--- config.mk ---
export PLATFORM = sky130hd
export DESIGN_NAME = sar_result_capture_flat
export DESIGN_NICKNAME = d
export VERILOG_FILES = /design/src/rtl/sar_result_capture_if.sv /design/src/rtl/sar_result_capture.sv /design/src/flat_wrapper.sv
export SDC_FILE = /design/constraint.sdc
export NUM_CORES = 1
export LEC_CHECK = 0
export CAP_MARGIN = 20
export CORE_ASPECT_RATIO = 0.9
export CORE_MARGIN = 4
export CORE_UTILIZATION = 57
export DETAILED_ROUTE_END_ITERATION = 8
export MAX_ROUTING_LAYER = met4
export PLACE_DENSITY = 0.9
export SYNTH_ARGS = -nofsm -noshare
export SYNTH_HDL_FRONTEND = slang
export SYNTH_SLANG_ARGS = --single-unit
export TNS_END_PERCENT = 1
--- constraint.sdc ---
create_clock -name clk -period 4.4 [get_ports clk]
set_input_delay 0.88 -clock clk [delete_from_list [all_inputs] [get_ports clk]]
set_output_delay 0.88 -clock clk [all_outputs]
set_load 0.03 [all_outputs]
--- src/rtl/sar_result_capture_if.sv ---
// Sample stream from the SAR result capture block to the downstream consumer.
// The master drives code, saturation flag and valid. The slave drives ready.
interface sar_result_capture_if #(
    parameter int unsigned NOB = 10
);
    logic [NOB-1:0] dout_data;
    logic           dout_sat;
    logic           dout_valid;
    logic           dout_ready;

    modport master (
        output dout_data,
        output dout_sat,
        output dout_valid,
        input  dout_ready
    );

    modport slave (
        input  dout_data,
        input  dout_sat,
        input  dout_valid,
        output dout_ready
    );
endinterface

--- src/rtl/sar_result_capture.sv ---
// Captures one SAR code per EOC rising edge into a small tagged FIFO.
// Adds a level count, a sticky overflow flag and a wrapping conversion counter.
module sar_result_capture #(
    parameter int unsigned NOB   = 10,
    parameter int unsigned DEPTH = 4,
    parameter int unsigned CNTW  = 16
) (
    input  logic                     clk,
    input  logic                     rst,
    input  logic [NOB-1:0]           digital_out,
    input  logic                     EOC,
    sar_result_capture_if.master     res,
    output logic [$clog2(DEPTH):0]   level,
    output logic                     ovf,
    input  logic                     ovf_clr,
    output logic [CNTW-1:0]          conv_cnt
);
    localparam int unsigned AW = $clog2(DEPTH);
    localparam int unsigned LW = AW + 1;

    logic          eoc_d;
    logic [LW-1:0] wr_ptr;
    logic [LW-1:0] rd_ptr;
    logic [NOB:0]  mem [DEPTH];

    logic          rise;
    logic          full;
    logic          pop;
    logic          push;
    logic          drop;
    logic          sat;
    logic [NOB:0]  head;

    // Pointers carry one extra wrap bit so that full and empty can be told apart.
    assign level = wr_ptr - rd_ptr;
    assign full  = (level == LW'(DEPTH));
    assign rise  = EOC & ~eoc_d;
    assign sat   = (digital_out == '0) || (digital_out == '1);
    assign pop   = res.dout_valid & res.dout_ready;
    assign push  = rise & (~full | pop);
    assign drop  = rise & full & ~pop;

    assign head           = mem[rd_ptr[AW-1:0]];
    assign res.dout_valid = (level != '0);
    assign res.dout_data  = res.dout_valid ? head[NOB-1:0] : '0;
    assign res.dout_sat   = res.dout_valid ? head[NOB] : 1'b0;

    // eoc_d resets high, so an EOC held through reset is not taken as a new edge.
    always_ff @(posedge clk) begin
        if (rst) begin
            eoc_d    <= 1'b1;
            wr_ptr   <= '0;
            rd_ptr   <= '0;
            ovf      <= 1'b0;
            conv_cnt <= '0;
        end else begin
            eoc_d <= EOC;
            if (push) begin
                wr_ptr <= wr_ptr + LW'(1);
            end
            if (pop) begin
                rd_ptr <= rd_ptr + LW'(1);
            end
            if (drop) begin
                ovf <= 1'b1;
            end else if (ovf_clr) begin
                ovf <= 1'b0;
            end
            if (rise) begin
                conv_cnt <= conv_cnt + CNTW'(1);
            end
        end
    end

    // Storage holds no reset. Unwritten entries are never visible while valid is low.
    always_ff @(posedge clk) begin
        if (push && !rst) begin
            mem[wr_ptr[AW-1:0]] <= {sat, digital_out};
        end
    end
endmodule

--- src/flat_wrapper.sv ---
// flat-port wrapper written by rule: the top's interface ports become plain ports
module sar_result_capture_flat 
#(
    parameter int unsigned NOB   = 10,
    parameter int unsigned DEPTH = 4,
    parameter int unsigned CNTW  = 16
)
  (clk, rst, digital_out, EOC, level, ovf, ovf_clr, conv_cnt, res_dout_data, res_dout_sat, res_dout_valid, res_dout_ready);
  sar_result_capture_if #(.NOB(NOB)) res_i ();
  input  logic clk;
  input  logic rst;
  input  logic [NOB-1:0] digital_out;
  input  logic EOC;
  output logic [$clog2(DEPTH):0] level;
  output logic ovf;
  input  logic ovf_clr;
  output logic [CNTW-1:0] conv_cnt;
  output wire logic [$bits(res_i.dout_data)-1:0] res_dout_data;
  output wire logic [$bits(res_i.dout_sat)-1:0] res_dout_sat;
  output wire logic [$bits(res_i.dout_valid)-1:0] res_dout_valid;
  input wire logic [$bits(res_i.dout_ready)-1:0] res_dout_ready;
  assign res_dout_data = res_i.dout_data;
  assign res_dout_sat = res_i.dout_sat;
  assign res_dout_valid = res_i.dout_valid;
  assign res_i.dout_ready = res_dout_ready;
  sar_result_capture #(.NOB(NOB), .DEPTH(DEPTH), .CNTW(CNTW)) u_core (.clk(clk), .rst(rst), .digital_out(digital_out), .EOC(EOC), .res(res_i), .level(level), .ovf(ovf), .ovf_clr(ovf_clr), .conv_cnt(conv_cnt));
endmodule
==> impl_metrics.ini, run 1 <==
[grt]
antenna_found_initial = 0
grt_overflow_total = 0
grt_use_total = 0.207
first_global_vias = 2016
grt_pass1_wl_um = 9870
grt_max_degree = 27

[critical_path]
worstPathMaxFanout = 14
worstPathRequired_ps = 3520
start_kind = flip-flop
crit_type = flip-flop to output port
r2r-start = u_core.wr_ptr[0]$_SDFFE_PP0P_
r2r_slack_ps = 1690
end_kind = output port
cp_data_arrival_time_ps = 3260
r2r_cells = 7
rr_endpoint = u_core.mem[0][6]$_DFFE_PP_

[final_layout]
area_delta_synth_final_pct = 25.0
final_util = 0.748
layout.nets = 292
fillers = 305
final_common_cell = clkdlybuf4s50_1
layout_common_cells = 46 x clkdlybuf4s50_1, 44 x edfxtp_1, 26 x dfxtp_1
antennaDiodeCount = 0
drive_gt1_frac = 0.113

[die]
core_area_um2 = 4950
die_height_um = 76.4
dieWidth_um = 84.0
dieArea_um2 = 6420
start_util = 0.599
ios = 47
num_rows = 24

[timing]
worst_pin_slew_ps = 1020
period_share = 0.940
slew_headroom = 0.318
setup_viol = 0
layout_setup_ws_ps = 263
finalHoldViolations = 0
fmax_ghz = 0.242
maxSlewViolCount = 0
timing.setup.tns_ps = 0
worst_clock_skew_ps = 9.55
finalCriticalPeriod_ps = 4140
hold_slack_ps = 481
rsz0062_at_grt = no

[pwr]
seqPwrFrac = 0.383
swShare = 0.331
p_clk_frac = 0.289
p_switching_w = 0.000650
leakagePower_nw = 1.25
power.density_nw_per_um2 = 530
cellInternalPower_w = 0.00132
comb_power_share = 0.329
ir_drop_uv = 354

[synthesis]
syn_avg_cell_area_um2 = 13.5
synth_area_um2 = 2970
synth.distinct_cells = 36
syn_nets = 242
ys_warn_count = 0
ys_seq_elements = 70
synth_cells = 219
ys_seq_area_frac = 0.621

[route]
vias = 1916
drc = 0
first_pass_iters = 4
vias_per_cell = 5.65
avgRoutedWirePerCell_um = 17.9
wl_um = 6060
ant_nets = 0
drt_iter0_drc = 81

[cts]
h-tree-depth = 3
numClockSinks = 70
cts_tree = built
clk_pin_slew_ps = 80
clk_latency_ps = 350
cts.path.max_buffers = 2
cts_root_buf = clkbuf_8
cts_setup_buffers = 0
cts_resized = 0
cts_buffers = 9
hold_buffers = 0

[placement]
io_buffers = 46
post-dp-hpwl_um = 4000
dp_worst_setup_slack_ps = 672
gp_congestion = 0.775

[run]
maxCapViolations = 0

[run_status]
outcome = finished clean

[min_path]
min_path_cells = 2
min-delay-start = u_core.wr_ptr[2]$_SDFFE_PP0P_
min_to = u_core.wr_ptr[2]$_SDFFE_PP0P_
hold_class = flip-flop to flip-flop
==> Yosys cell counts (all sizes together) <==
| master | number | share of area |
|---|---|---|
| nand4 | 7 | 0.015 |
| nor2 | 20 | 0.025 |
| clkbuf | 5 | 0.0063 |
| fa | 1 | 0.0067 |
| and2 | 4 | 0.0084 |
| ha | 7 | 0.030 |
| and4 | 2 | 0.0059 |
| nand2 | 10 | 0.013 |
| or4 | 2 | 0.0051 |
| a32oi | 1 | 0.0030 |
| nand3b | 1 | 0.0025 |
| edfxtp | 44 | 0.45 |
| a21bo | 1 | 0.0034 |
| o21ai | 5 | 0.0084 |
| inv | 8 | 0.010 |
| mux4 | 11 | 0.084 |
| dfxtp | 26 | 0.18 |
| and4b | 1 | 0.0034 |
| nor3 | 2 | 0.0034 |
| xnor2 | 6 | 0.018 |
| and3 | 1 | 0.0021 |
| o311ai | 1 | 0.0030 |
| a41o | 1 | 0.0034 |
| mux2i | 3 | 0.010 |
| nor2b | 12 | 0.025 |
| nand3 | 5 | 0.0084 |
| a21oi | 7 | 0.012 |
| or2 | 2 | 0.0042 |
| or3 | 4 | 0.0084 |
| xor3 | 1 | 0.0080 |
| xor2 | 7 | 0.021 |
| and3b | 1 | 0.0030 |
| nor4 | 3 | 0.0063 |
| o31ai | 3 | 0.0076 |
| buf | 4 | 0.0067 |
==> power by group through the flow <==
stage          sequential [W]  combinational (W)  clock (W)
2_1_floorplan        0.000740           0.000431          0
4_1_cts              0.000754           0.000652   0.000573
6_report             0.000753           0.000646   0.000568
3_5_place_dp         0.000769           0.000643          0
3_3_place_gp         0.000768           0.000631          0
5_1_grt              0.000759           0.000688   0.000612
==> per-layer routing <==
layer  track usage  wire, um
met1         0.245      2540
met2         0.333      3040
met3        0.0649       292
met4        0.0804       185
met5             -         0
==> flip-flops by register name, indices dropped and copies added, names as in the netlist, named ones only <==
signal           flops
u_core.conv_cnt     16
u_core.mem          44
u_core.eoc_d         1
u_core.wr_ptr        3
u_core.ovf           1
u_core.rd_ptr        3
==> layout make-up <==
type                            count  area (um^2)  share of cell area
Tap cell                           65         81.3              0.0219
Multi-Input combinational cell    132         1060               0.285
Sequential cell                    70         1840               0.497
Clock buffer                        9          124              0.0334
Clock inverter                      7         98.8              0.0267
Timing Repair Buffer               48          475               0.128
Inverter                            8         30.0             0.00810
==> worst max-delay path by stage <==
stage,start,end,cells after the start
floorplan,u_core.wr_ptr[0]$_SDFFE_PP0P_,res_dout_data[0],7
global placement,u_core.wr_ptr[0]$_SDFFE_PP0P_,res_dout_data[1],7
detailed placement,u_core.wr_ptr[0]$_SDFFE_PP0P_,res_dout_data[8],7
CTS,u_core.wr_ptr[0]$_SDFFE_PP0P_,res_dout_data[8],7
global route,u_core.wr_ptr[0]$_SDFFE_PP0P_,res_dout_data[6],7
finish,u_core.wr_ptr[0]$_SDFFE_PP0P_,res_dout_data[8],7
==> worst max-delay path, stage by stage, from the launching register on <==
cell and delay, ps:
dfxtp_1 360, inv_1 100, ha_1 200, fa_1 410
xor3_1 260, nor2_1 810, nor2b_1 110, clkdlybuf4s50_1 650
==> through the flow <==
stage               cell area (um^2)  std cells  power, W
floorplan                       2970        219   0.00117
global placement                3480        323   0.00140
detailed placement              3480        323   0.00141
CTS                             3710        339   0.00198
global route                    3710        339   0.00206
finish                          3710        339   0.00197
==> kinds of logic (layout without fill, tap and decap cells) <==
group,Yosys count,in the layout,share of synthesized area
compound gates,19,19,0.0405
mux,14,14,0.0936
xor+xnor,14,14,0.0464
buf+inv,17,72,0.0232
flops,70,70,0.621
simple gates,77,77,0.139
fa+ha+maj,8,8,0.0363
Power figures use the tool's default switching activity.
==> inputs of run 2 (changes only) <==
Settings changed: CORE_UTILIZATION 57 to 50, HOLD_SLACK_MARGIN set to 0.15, PLACE_DENSITY 0.9 to 0.81, RECOVER_POWER set to 25.
==> run 2 against run 1 <==
Against the previous run: wire length decreased by 5.0%; first-iteration DRC count increased by 11%; critical endpoint is now res_dout_data[2]; worst setup slack improved by 95 ps; highest routed layer unchanged; flip-flop and latch count unchanged; largest power group unchanged; clock-buffer cell count increased by 4; die area increased by 13%.
==> impl_metrics.ini, run 2 (synthesized netlist as in run 1, its figures left out) <==
[run_status]
outcome = finished clean

[min_path]
min_to = u_core.wr_ptr[2]$_SDFFE_PP0P_
min_path_cells = 2
min-delay-start = u_core.wr_ptr[2]$_SDFFE_PP0P_
hold_class = flip-flop to flip-flop

[cts]
cts_root_buf = clkbuf_8
h-tree-depth = 3
cts_resized = 0
cts_buffers = 9
cts_setup_buffers = 0
cts.path.max_buffers = 2
hold_buffers = 0
cts_tree = built
clk_pin_slew_ps = 80
clk_latency_ps = 340
numClockSinks = 70

[die]
dieWidth_um = 89.2
die_height_um = 81.1
core_area_um2 = 5730
ios = 47
num_rows = 26
dieArea_um2 = 7230
start_util = 0.518

[route]
wl_um = 5760
first_pass_iters = 4
vias_per_cell = 5.48
vias = 1886
avgRoutedWirePerCell_um = 16.7
ant_nets = 0
drt_iter0_drc = 90
drc = 0

[timing]
slew_headroom = 0.395
setup_viol = 0
worst_pin_slew_ps = 904
finalHoldViolations = 0
period_share = 0.919
finalCriticalPeriod_ps = 4040
rsz0062_at_grt = no
hold_slack_ps = 472
maxSlewViolCount = 0
timing.setup.tns_ps = 0
fmax_ghz = 0.247
worst_clock_skew_ps = 10.4

[final_layout]
largest_reg_flops = 44
fin_area_um2 = 3710
final_common_cell = edfxtp_1
area_delta_synth_final_pct = 24.9
final_cell_count_no_fill = 344
layout.nets = 292
seq_area_um2 = 1840
fillers = 450
drive_gt1_frac = 0.113
multi_input_area_um2 = 1060
antennaDiodeCount = 0
layout_common_cells = 44 x edfxtp_1, 37 x clkdlybuf4s50_1, 26 x dfxtp_1

[critical_path]
critPathTopFamily = simple AND/OR/NAND/NOR gates
worstPathMaxFanout = 14
crit_path_cell_trace = inv_1 -> ha_1 -> fa_1 -> xor3_1 -> nor2_1 -> nor2b_1 -> clkdlybuf4s50_1
start_kind = flip-flop
crit_start = u_core.wr_ptr[0]$_SDFFE_PP0P_
cpPeakStageDelay_ps = 730
r2r-start = u_core.wr_ptr[0]$_SDFFE_PP0P_
end_kind = output port
crit_buf_inv = 2
worstPathRequired_ps = 3520
cp_data_arrival_time_ps = 3160
crit_type = flip-flop to output port
crit_slowest_cell = nor2_1
r2r_cells = 7
r2r_slack_ps = 1710
rr_endpoint = u_core.mem[0][0]$_DFFE_PP_

[grt]
grt_overflow_total = 0
first_global_vias = 1919
grt_use_total = 0.183
grt_max_degree = 27
antenna_found_initial = 0
grt_pass1_wl_um = 9550

[placement]
post-dp-hpwl_um = 3960
dp.cells = 328
gp_congestion = 0.802
place_area_um2 = 3490
io_buffers = 46

[pwr]
ir_drop_uv = 392
cellInternalPower_w = 0.00129
p_switching_w = 0.000641
power.density_nw_per_um2 = 522
leakagePower_nw = 1.27
comb_power_share = 0.331
swShare = 0.332
p_clk_frac = 0.279
seqPwrFrac = 0.390

[run]
maxCapViolations = 0
==> run 2: cell types whose count changed in the layout (fill, tap and decap cells not counted), moves of 2 or more <==
cell	before	now
clkdlybuf4s50_1	46	37
dlygate4sd3_1	0	9
clkinvlp_4	4	0
bufinv_16	2	0
clkbuf_16	0	2
==> run 2: area by class of cell <==
class,count,share of cell area
clock buffer,13,0.0527
multi-input combinational,132,0.285
clock inverter,3,0.00540
sequential,70,0.497
tap,70,0.0236
inverter,8,0.00810
timing repair buffer,48,0.128
==> run 2: per-stage QoR <==
step                      setup WS [ps]  total power (W)  utilization
after floorplan                    1260          0.00117            -
after global placement              781          0.00140        0.610
after detailed placement            668          0.00142        0.610
after CTS                           290          0.00196        0.647
after global routing                123          0.00202        0.647
final                               358          0.00193        0.647
==> run 2: worst max-delay path by stage <==
stage / endpoint / slack, ps / depth (start not counted)
2_1_floorplan: res_dout_data[0] / 1260 / 7
3_3_place_gp: res_dout_data[9] / 780 / 7
3_5_place_dp: res_dout_data[2] / 670 / 7
4_1_cts: res_dout_data[2] / 290 / 7
5_1_grt: res_dout_data[2] / 120 / 7
6_report: res_dout_data[2] / 360 / 7
==> run 2: power by group through the flow <==
stage	combinational [W]	sequential, W	clock [W]
2_1_floorplan	0.000431	0.000740	0
3_3_place_gp	0.000634	0.000769	0
3_5_place_dp	0.000647	0.000771	0
4_1_cts	0.000649	0.000757	0.000550
5_1_grt	0.000684	0.000760	0.000578
6_report	0.000640	0.000754	0.000539
==> run 2: routing by layer <==
metal  GRT usage  routed length, um
met3      0.0558                320
met5           -                  0
met4      0.0536                 54
met1       0.242               2660
met2       0.276               2730
==> run 2: worst reg2reg max path, delay by kind of cell, from the launching register on <==
kind	cells	cell delay (ps)
AO/OA/AOI/OAI	1	250
adder cells (fa/ha/maj)	2	690
flip-flops	1	360
AND/OR/NAND/NOR	3	900
buffers and inverters	1	100
==> inputs of run 3 (changes only) <==
Settings changed: DONT_BUFFER_PORTS set to 1, PLACE_DENSITY 0.81 to 0.71.
==> run 3 against run 2 <==
Against the previous run: worst hold slack lost 1.2 ps; maximum frequency is 4.4% higher; cell area is 13% lower; largest cell class unchanged.
==> impl_metrics.ini, run 3 (synthesized netlist as in run 1, its figures left out) <==
[run_status]
outcome = finished clean

[critical_path]
crit_start = u_core.wr_ptr[0]$_SDFFE_PP0P_
r2r-start = u_core.wr_ptr[0]$_SDFFE_PP0P_
cp_data_arrival_time_ps = 2990
crit_type = flip-flop to output port
critPathTopFamily = simple AND/OR/NAND/NOR gates
r2r_slack_ps = 1570
crit_path_cell_trace = inv_1 -> ha_1 -> fa_1 -> xor3_1 -> nor2_1 -> nor2b_1
crit_slowest_cell = nor2_1
start_kind = flip-flop
worstPathRequired_ps = 3520
cpPeakStageDelay_ps = 800
end_kind = output port
rr_endpoint = u_core.mem[0][8]$_DFFE_PP_
worst-path-stages = 6
crit_buf_inv = 1
critPathCapture = res_dout_data[8]
r2r_cells = 7
worstPathMaxFanout = 14

[cts]
numClockSinks = 70
cts_buffers = 9
hold_buffers = 0
cts_setup_buffers = 0
cts_resized = 0
cts_root_buf = clkbuf_8
h-tree-depth = 3
cts_tree = built
clk_pin_slew_ps = 70
cts.path.max_buffers = 2
clk_latency_ps = 340

[grt]
antenna_found_initial = 0
grt_pass1_wl_um = 8170
first_global_vias = 1679
grt_max_degree = 27
grt_use_total = 0.159
grt_overflow_total = 0

[pwr]
power.density_nw_per_um2 = 525
fin_total_pwr_w = 0.00169
leakagePower_nw = 1.07
ir_drop_uv = 459

[timing]
timing.setup.tns_ps = 0
finalCriticalPeriod_ps = 3870
fmax_ghz = 0.258
rsz0062_at_grt = no
finalHoldViolations = 0
worst_clock_skew_ps = 8.95
period_share = 0.880
slew_headroom = 0.370
worst_pin_slew_ps = 941
maxSlewViolCount = 0
setup_viol = 0

[final_layout]
final_util = 0.561
final_common_cell = edfxtp_1
area_delta_synth_final_pct = 8.27
multi_input_area_um2 = 1060
fillers = 460
antennaDiodeCount = 0
largest_reg_flops = 44
layout.nets = 245
drive_gt1_frac = 0.123
layout_common_cells = 44 x edfxtp_1, 26 x dfxtp_1, 20 x nor2_1
seq_area_um2 = 1840

[die]
dieArea_um2 = 7230
die_height_um = 81.1
num_rows = 26
ios = 47
core_area_um2 = 5730
dieWidth_um = 89.2
start_util = 0.518

[run]
maxCapViolations = 0

[route]
avgRoutedWirePerCell_um = 17.1
first_pass_iters = 4
ant_nets = 0
drc = 0
wl_um = 5090
drt_iter0_drc = 105
vias = 1698
vias_per_cell = 5.72

[placement]
gp_congestion = 0.739
io_buffers = 0
post-dp-hpwl_um = 3490

[min_path]
hold_class = flip-flop to flip-flop
run 3: changes by cell type in the layout (fill, tap and decap cells not counted), sizes merged:
cell           previous run  this run
clkbuf                   13         9
clkdlybuf4s50            37         0
inv                      10         8
dlygate4sd3               9         0
clkinvlp                  0         3
bufinv                    0         1
buf                       2         1
clkinv                    1         3
run 3: through the flow:
stage	hold WS, ps	cells	instance area [um^2]	setup WS (ps)
2_1_floorplan	435	219	2970	1260
3_3_place_gp	454	281	3020	899
3_5_place_dp	455	281	3020	816
4_1_cts	467	297	3210	442
5_1_grt	498	297	3210	314
6_report	471	297	3210	529
run 3: where the power goes:
group	internal [W]	switching [W]	total, W
Clock	0.000256	0.000232	0.000489
Combinational	0.000124	0.000319	0.000443
Sequential	0.000714	0.0000411	0.000755
Total	0.00109	0.000593	0.00169
run 3: worst reg2reg max path, delay by kind of cell (launching register included):
family / cells / cell delay [ps]
xor+xnor: 1 / 400
fa+ha+maj: 2 / 620
simple gates: 2 / 660
compound gates: 1 / 310
buf+inv: 1 / 110
flops: 1 / 370
run 3: layout make-up:
| type | instances | area share |
|---|---|---|
| flip-flops and latches | 70 | 0.573 |
| multi-input cells | 132 | 0.329 |
| clock buffers | 9 | 0.0386 |
| well taps | 70 | 0.0273 |
| clock inverters | 7 | 0.0203 |
| inverters | 8 | 0.00935 |
| repair buffers | 1 | 0.00234 |
run 3: routing by layer:
metal,wire (um),GRT usage,share of wire,vias up
li1,-,-,-,812
met2,2420,0.237,0.48,44
met5,0,-,0,-
met1,2270,0.196,0.45,835
met4,69,0.0625,0.014,0
met3,327,0.0609,0.064,7
run 3: how the worst min path moves through the flow:
stage	start	to	slack [ps]	cells past startpoint
after floorplan	u_core.wr_ptr[2]$_SDFFE_PP0P_	u_core.wr_ptr[2]$_SDFFE_PP0P_	440	2
after global placement	u_core.wr_ptr[2]$_SDFFE_PP0P_	u_core.wr_ptr[2]$_SDFFE_PP0P_	450	2
after detailed placement	u_core.wr_ptr[2]$_SDFFE_PP0P_	u_core.wr_ptr[2]$_SDFFE_PP0P_	460	2
after CTS	u_core.wr_ptr[2]$_SDFFE_PP0P_	u_core.wr_ptr[2]$_SDFFE_PP0P_	470	2
after global routing	u_core.wr_ptr[2]$_SDFFE_PP0P_	u_core.wr_ptr[2]$_SDFFE_PP0P_	500	2
final	u_core.wr_ptr[2]$_SDFFE_PP0P_	u_core.wr_ptr[2]$_SDFFE_PP0P_	470	2
